===== config.mk =====
export PLATFORM = sky130hd
export DESIGN_NAME = fb_rect_fill
export DESIGN_NICKNAME = d
export VERILOG_FILES = /design/src/rtl/fb_pkg.sv /design/src/rtl/fb_raster_cnt.sv /design/src/rtl/fb_rect_fill.sv
export SDC_FILE = /design/constraint.sdc
export NUM_CORES = 1
export LEC_CHECK = 0
export ABC_AREA = 1
export CORE_UTILIZATION = 55
export CTS_CLUSTER_DIAMETER = 30
export DETAILED_ROUTE_END_ITERATION = 10
export HOLD_SLACK_MARGIN = 0.1
export PLACE_DENSITY = 0.88
export SYNTH_ARGS = -nofsm -noshare
export SYNTH_HDL_FRONTEND = slang
export SYNTH_HIERARCHICAL = 1
export SYNTH_SLANG_ARGS = --single-unit

===== constraint.sdc =====
create_clock -name clk_i -period 3.6 [get_ports clk_i]
set_input_delay 0.72 -clock clk_i [delete_from_list [all_inputs] [get_ports clk_i]]
set_output_delay 0.72 -clock clk_i [all_outputs]
set_load 0.02 [all_outputs]

===== src/rtl/fb_pkg.sv =====
// Shared framebuffer-fill types and default geometry for the VGA write path.
package fb_pkg;

  typedef enum logic [1:0] {
    StIdle  = 2'd0,
    StSetup = 2'd1,
    StFill  = 2'd2,
    StDone  = 2'd3
  } fb_state_e;

  localparam int unsigned FbHd        = 1280;
  localparam int unsigned FbVd        = 1024;
  localparam int unsigned FbXBits     = 11;
  localparam int unsigned FbYBits     = 11;
  localparam int unsigned FbColorBits = 2;

endpackage


===== src/rtl/fb_raster_cnt.sv =====
// 2-D raster counter: load (xl, yt), step x to xr, then wrap to xl and step y to yb.
module fb_raster_cnt #(
  parameter int unsigned X_BITS = 11,
  parameter int unsigned Y_BITS = 11
) (
  input  logic              clk_i,
  input  logic              arstn_i,
  input  logic              load_i,
  input  logic              en_i,
  input  logic [X_BITS-1:0] xl_i,
  input  logic [Y_BITS-1:0] yt_i,
  input  logic [X_BITS-1:0] xr_i,
  input  logic [Y_BITS-1:0] yb_i,
  output logic [X_BITS-1:0] x_o,
  output logic [Y_BITS-1:0] y_o,
  output logic              last_o
);

  logic [X_BITS-1:0] r_x;
  logic [Y_BITS-1:0] r_y;

  always_ff @(posedge clk_i or negedge arstn_i) begin
    if (!arstn_i) begin
      r_x <= '0;
      r_y <= '0;
    end else if (load_i) begin
      r_x <= xl_i;
      r_y <= yt_i;
    end else if (en_i) begin
      if (r_x != xr_i) begin
        r_x <= r_x + 1'b1;
      end else if (r_y != yb_i) begin
        r_x <= xl_i;
        r_y <= r_y + 1'b1;
      end
    end
  end

  assign x_o    = r_x;
  assign y_o    = r_y;
  assign last_o = (r_x == xr_i) && (r_y == yb_i);

endmodule


===== src/rtl/fb_rect_fill.sv =====
// Rectangle-fill controller driving the framebuffer write port, one pixel per clock.
// Define FB_FILL_CLIP_EN to clamp out-of-range rectangles instead of rejecting them.
import fb_pkg::*;

module fb_rect_fill #(
  parameter int unsigned HD         = FbHd,
  parameter int unsigned VD         = FbVd,
  parameter int unsigned X_BITS     = FbXBits,
  parameter int unsigned Y_BITS     = FbYBits,
  parameter int unsigned COLOR_BITS = FbColorBits
) (
  input  logic                  clk_i,
  input  logic                  arstn_i,
  input  logic                  cmd_valid_i,
  output logic                  cmd_ready_o,
  input  logic [X_BITS-1:0]     cmd_x0_i,
  input  logic [X_BITS-1:0]     cmd_x1_i,
  input  logic [Y_BITS-1:0]     cmd_y0_i,
  input  logic [Y_BITS-1:0]     cmd_y1_i,
  input  logic [COLOR_BITS-1:0] cmd_color_i,
  input  logic                  abort_i,
  output logic                  we_o,
  output logic [X_BITS-1:0]     addr_x_o,
  output logic [Y_BITS-1:0]     addr_y_o,
  output logic [COLOR_BITS-1:0] color_o,
  output logic                  busy_o,
  output logic                  done_o,
  output logic                  err_o
);

  fb_state_e r_state, w_state_next;

  logic [X_BITS-1:0]     r_x0, r_x1;
  logic [Y_BITS-1:0]     r_y0, r_y1;
  logic [COLOR_BITS-1:0] r_color;

  logic [X_BITS-1:0] w_x_lo, w_x_hi, w_xl, w_xr;
  logic [Y_BITS-1:0] w_y_lo, w_y_hi, w_yt, w_yb;
  logic              w_reject, w_last, w_load, w_en;

  assign w_x_lo = (r_x0 < r_x1) ? r_x0 : r_x1;
  assign w_x_hi = (r_x0 < r_x1) ? r_x1 : r_x0;
  assign w_y_lo = (r_y0 < r_y1) ? r_y0 : r_y1;
  assign w_y_hi = (r_y0 < r_y1) ? r_y1 : r_y0;

`ifdef FB_FILL_CLIP_EN
  localparam logic [X_BITS-1:0] XMax = X_BITS'(HD - 1);
  localparam logic [Y_BITS-1:0] YMax = Y_BITS'(VD - 1);

  assign w_xl     = (w_x_lo > XMax) ? XMax : w_x_lo;
  assign w_xr     = (w_x_hi > XMax) ? XMax : w_x_hi;
  assign w_yt     = (w_y_lo > YMax) ? YMax : w_y_lo;
  assign w_yb     = (w_y_hi > YMax) ? YMax : w_y_hi;
  assign w_reject = 1'b0;
  assign err_o    = 1'b0;
`else
  logic r_err;

  assign w_xl     = w_x_lo;
  assign w_xr     = w_x_hi;
  assign w_yt     = w_y_lo;
  assign w_yb     = w_y_hi;
  assign w_reject = (32'(w_xr) >= HD) || (32'(w_yb) >= VD);

  // Pulses in the first IDLE cycle after a rejecting SETUP; abort wins over reject.
  always_ff @(posedge clk_i or negedge arstn_i) begin
    if (!arstn_i) begin
      r_err <= 1'b0;
    end else begin
      r_err <= (r_state == StSetup) && !abort_i && w_reject;
    end
  end

  assign err_o = r_err;
`endif

  always_ff @(posedge clk_i or negedge arstn_i) begin
    if (!arstn_i) begin
      r_x0    <= '0;
      r_x1    <= '0;
      r_y0    <= '0;
      r_y1    <= '0;
      r_color <= '0;
    end else if ((r_state == StIdle) && cmd_valid_i) begin
      r_x0    <= cmd_x0_i;
      r_x1    <= cmd_x1_i;
      r_y0    <= cmd_y0_i;
      r_y1    <= cmd_y1_i;
      r_color <= cmd_color_i;
    end
  end

  assign w_load = (r_state == StSetup);
  assign w_en   = (r_state == StFill) && !w_last;

  fb_raster_cnt #(
    .X_BITS(X_BITS),
    .Y_BITS(Y_BITS)
  ) u_raster_cnt (
    .clk_i  (clk_i),
    .arstn_i(arstn_i),
    .load_i (w_load),
    .en_i   (w_en),
    .xl_i   (w_xl),
    .yt_i   (w_yt),
    .xr_i   (w_xr),
    .yb_i   (w_yb),
    .x_o    (addr_x_o),
    .y_o    (addr_y_o),
    .last_o (w_last)
  );

  always_ff @(posedge clk_i or negedge arstn_i) begin
    if (!arstn_i) begin
      r_state <= StIdle;
    end else begin
      r_state <= w_state_next;
    end
  end

  always_comb begin
    w_state_next = r_state;
    unique case (r_state)
      StIdle:  if (cmd_valid_i) w_state_next = StSetup;
      StSetup: begin
        if (abort_i || w_reject) w_state_next = StIdle;
        else                     w_state_next = StFill;
      end
      StFill: begin
        if (abort_i)     w_state_next = StIdle;
        else if (w_last) w_state_next = StDone;
      end
      StDone:  w_state_next = StIdle;
      default: w_state_next = StIdle;
    endcase
  end

  always_comb begin
    cmd_ready_o = 1'b0;
    we_o        = 1'b0;
    busy_o      = 1'b0;
    done_o      = 1'b0;
    unique case (r_state)
      StIdle:  cmd_ready_o = 1'b1;
      StSetup: busy_o      = 1'b1;
      StFill: begin
        busy_o = 1'b1;
        we_o   = 1'b1;
      end
      StDone:  done_o      = 1'b1;
      default: cmd_ready_o = 1'b0;
    endcase
  end

  assign color_o = r_color;

endmodule


==> summary.txt <==
Layout
  – Filler cells: between 600 and 700
  – Share of layout cells above drive strength 1: 0.0863
  – Final #Nets: 824
  – N_diodes: 0
  – Post-route cell area: 6000 µm²
  – Multi-input combinational cell area: ~2700 µm²
  – Storage element area: about 1800 µm²
  – Synthesis-to-layout area growth: 22.3%

Timing
  – Slew Limit Fails: 0
  – RSZ-0062 raised after global routing: no
  – TNS Setup: 0 ns
  – Hold_ws: a little under 0.4 ns
  – Final setup vio count: 0
  – Clk_skew: 0.0156 ns
  – FMAX: roughly 300 MHz
  – Worst slew margin: 0.552
  – Fin worst setup slack: approximately 0.26 ns
  – Worst slew pin tran: around 0.67 ns
  – Final period utilization: 0.926
  – Min cycle time layout: around 3.3 ns
  – Final hold violation count: 0

Power
  – PD cells: 1150 nW/µm²
  – Peak supply drop: between 0.4 and 0.5 mV
  – Pleak: 3.00 nW
  – Pwr Total: around 6.9 mW

Setup path
  – Worst path arrival time: between 3 and 4 ns
  – Crit path max fanout: 13
  – Critical Path Start: r_x0[7]
  – RR Endpoint: u_raster_cnt/x_o[10]
  – Crit path to: u_raster_cnt/x_o[10]
  – Reg2Reg Depth: 24
  – Worst Setup End Kind: flip-flop
  – RR Startpoint: r_x0[7]
  – CP Class: flip-flop to flip-flop
  – Critical Path RT: a little under 4 ns
  – Startpoint Class: flip-flop
  – Setup slack, reg-to-reg: between 0.2 and 0.3 ns

Synth
  – Post-synthesis adder-cell area fraction: 0.0663
  – Post-synthesis simple-gate area fraction: 0.287
  – Synth Area in XOR/XNOR: 0.0410
  – Sequential share of the synthesized area: 0.362
  – Yosys warns: 6
  – Ys async rst share: 1.00
  – Compound-Gate Fraction of Synth Area: 0.108
  – EDFF count, synth: 0
  – Post-Synthesis Cell Area: a little under 5000 µm²
  – Syn nets: between 700 and 800
  – Cells after Synth: between 600 and 700
  – Main flop type after synthesis: dfrtp_1
  – Post-synthesis mux area share: 0.0482
  – Mapped Avg Cell Area: around 7.3 µm²
  – Seq cells post-synth: between 70 and 80
  – Main combinational cell family by area after synthesis: simple AND/OR/NAND/NOR gates
  – Number of distinct library cells after synthesis: 34

Place
  – Dpl ws: approximately 0.095 ns
  – Hpwl dp: ~8900 µm
  – Routability cong.: 0.904
  – Placed inst area: 5750 µm²
  – IO Port Bufs: 78

Global routing
  – Total gr overflow: 0
  – Antenna violations before repair: 0
  – First-pass GRT wire length: just under 20,000 µm
  – GR Util All Layers: 0.278
  – Vias in the first global route: between 4,000 and 5,000
  – Largest net degree at the start of global routing: 34

Route
  – Via density: about 5.5
  – Top Metal Used: met4
  – Post-route ant nets: 0
  – Metal3 WL: 802 µm
  – DR iter-0 viols: around 290
  – Post-DR wirelength/cell: 14.2 µm
  – Drt drc: 0
  – Post-Route M1 WL: roughly 5500 µm
  – DRT Pass-1 Iters: 6
  – Total Wirelength: about 12,000 µm
  – Vias: 4,706
  – Met2 wire len: 5680 µm

Clocking
  – CTS buffer count: 9
  – CTS max path bufs: 2
  – Root buffer cell: clkbuf_8
  – Worst-path clk slew: 0.08 ns
  – CTS tree: done
  – Latest clock arrival within the worst-skew pair: about 0.36 ns
  – H-tree depth: 3
  – CTS sink count: just over 70

Floorplan
  – Chip Width: just under 100 µm
  – Boundary pin count: 79
  – Initial core utilization: 0.566
  – Die area: approximately 9300 µm²
  – Die Y: approximately 96 µm
  – FP Rows: 34
  – Core Region: approximately 8700 µm²

Outcome
  – Outcome: finished, final reports clean

Flow run
  – Max-cap violation count: 0

Min path
  – Worst hold path class: input port to asynchronous set/reset pin
[worst min path at each step]
stage | start | slack [ns] | endpoint
floorplan | arstn_i | 0.42 | color_o[0]
detailed placement | color_o[1] | 0.48 | color_o[1]
CTS | arstn_i | 0.41 | u_raster_cnt/x_o[3]
global placement | color_o[1] | 0.48 | color_o[1]
finish | arstn_i | 0.39 | u_raster_cnt/x_o[1]
global route | arstn_i | 0.44 | u_raster_cnt/x_o[3]
[cell usage in the layout (no fill, tap or decap), drive strengths merged]
cell type	n
nand2	217
a31oi	2
ha	26
a21oi	56
clkinv	4
a22oi	1
mux2	21
a31o	1
nor3	4
xor2	9
clkbuf	10
nand3	37
inv	70
nand4	7
dfrtp	71
nor2	72
o21bai	1
a21o	1
o21ai	33
clkdlybuf4s50	77
bufinv	1
clkinvlp	1
buf	14
xnor2	14
nand3b	3
[report_power, final]
group | switching, mW | total, mW | internal, mW
clock network | 0.337 | 0.679 | 0.342
logic | 2.72 | 4.56 | 1.84
registers | 0.450 | 1.64 | 1.19
[layer usage]
layer,up-vias,global-route usage
li1,2298,-
met1,2184,0.391
met2,200,0.432
met3,24,0.0383
met4,0,0.112
met5,-,0
[timing repair]
action,in CTS,in global routing
gates resized for setup,0,7
hold buffers,0,0
buffers inserted,0,2
endpoints found under the setup margin,0,22
[state kept, by name (all words and copies together), names as in the netlist]
signal            flops
err_o                 1
r_x0                 11
r_y1                 11
r_x1                 11
u_raster_cnt/x_o     11
color_o               2
r_y0                 11
u_raster_cnt/y_o     11
r_state               2
[layout make-up]
type,instances,area share
Clock buffer,10,0.0229
Clock inverter,6,0.0115
Inverter,70,0.0438
Multi-Input combinational cell,505,0.456
Sequential cell,71,0.296
Tap cell,108,0.0225
Timing Repair Buffer,91,0.148
[critical path, stage by stage, from the launching register on]
cell	delay (ns)
dfrtp_1	0.44
ha_1	0.35
nand2_1	0.11
inv_2	0.06
nand2_2	0.05
nor2_2	0.11
nand2_2	0.08
nand3_4	0.10
buf_4	0.16
buf_4	0.15
nand2_1	0.05
o21ai_1	0.10
inv_1	0.06
nand2_1	0.05
nand2_1	0.06
nor2_1	0.10
nand2_1	0.07
nor2_2	0.16
nand2_4	0.14
nor2_1	0.15
nor2_1	0.10
nor2_2	0.18
o21bai_4	0.23
nand2_1	0.09
nand2_1	0.07
[per-stage QoR]
stage,util,cells
CTS,0.686,859
detailed placement,0.663,843
floorplan,-,672
finish,0.692,861
global route,0.692,861
global placement,0.663,843
[synth_stat cells (2+ instances only)]
cell type    n  area, µm²
a21oi_1     47        235
a21oi_2      9       78.8
a31oi_1      2       12.5
buf_2       10       50.1
buf_4        3       22.5
buf_6        6       67.6
clkbuf_1     7       26.3
dfrtp_1     71       1780
ha_1        26        325
inv_1       62        233
inv_2        7       26.3
mux2_1      21        236
nand2_1    213        800
nand2_2      4       25.0
nand3_1     34        170
nand3_2      2       20.0
nand3b_1     3       22.5
nand4_1      7       43.8
nor2_1      68        255
nor2_2       3       18.8
nor3_1       3       15.0
o21ai_0     10       50.1
o21ai_1     22        110
xnor2_1     14        123
xor2_1       9       78.8
[cells by family (layout without fill, tap and decap cells)]
| logic type | count (synthesis) | after routing |
|---|---|---|
| compound gates | 95 | 95 |
| simple gates | 340 | 340 |
| buf+inv | 96 | 177 |
| fa+ha+maj | 26 | 26 |
| xor+xnor | 23 | 23 |
| mux | 21 | 21 |
| flops | 71 | 71 |
No activity file was read; power rests on OpenSTA's default activity.
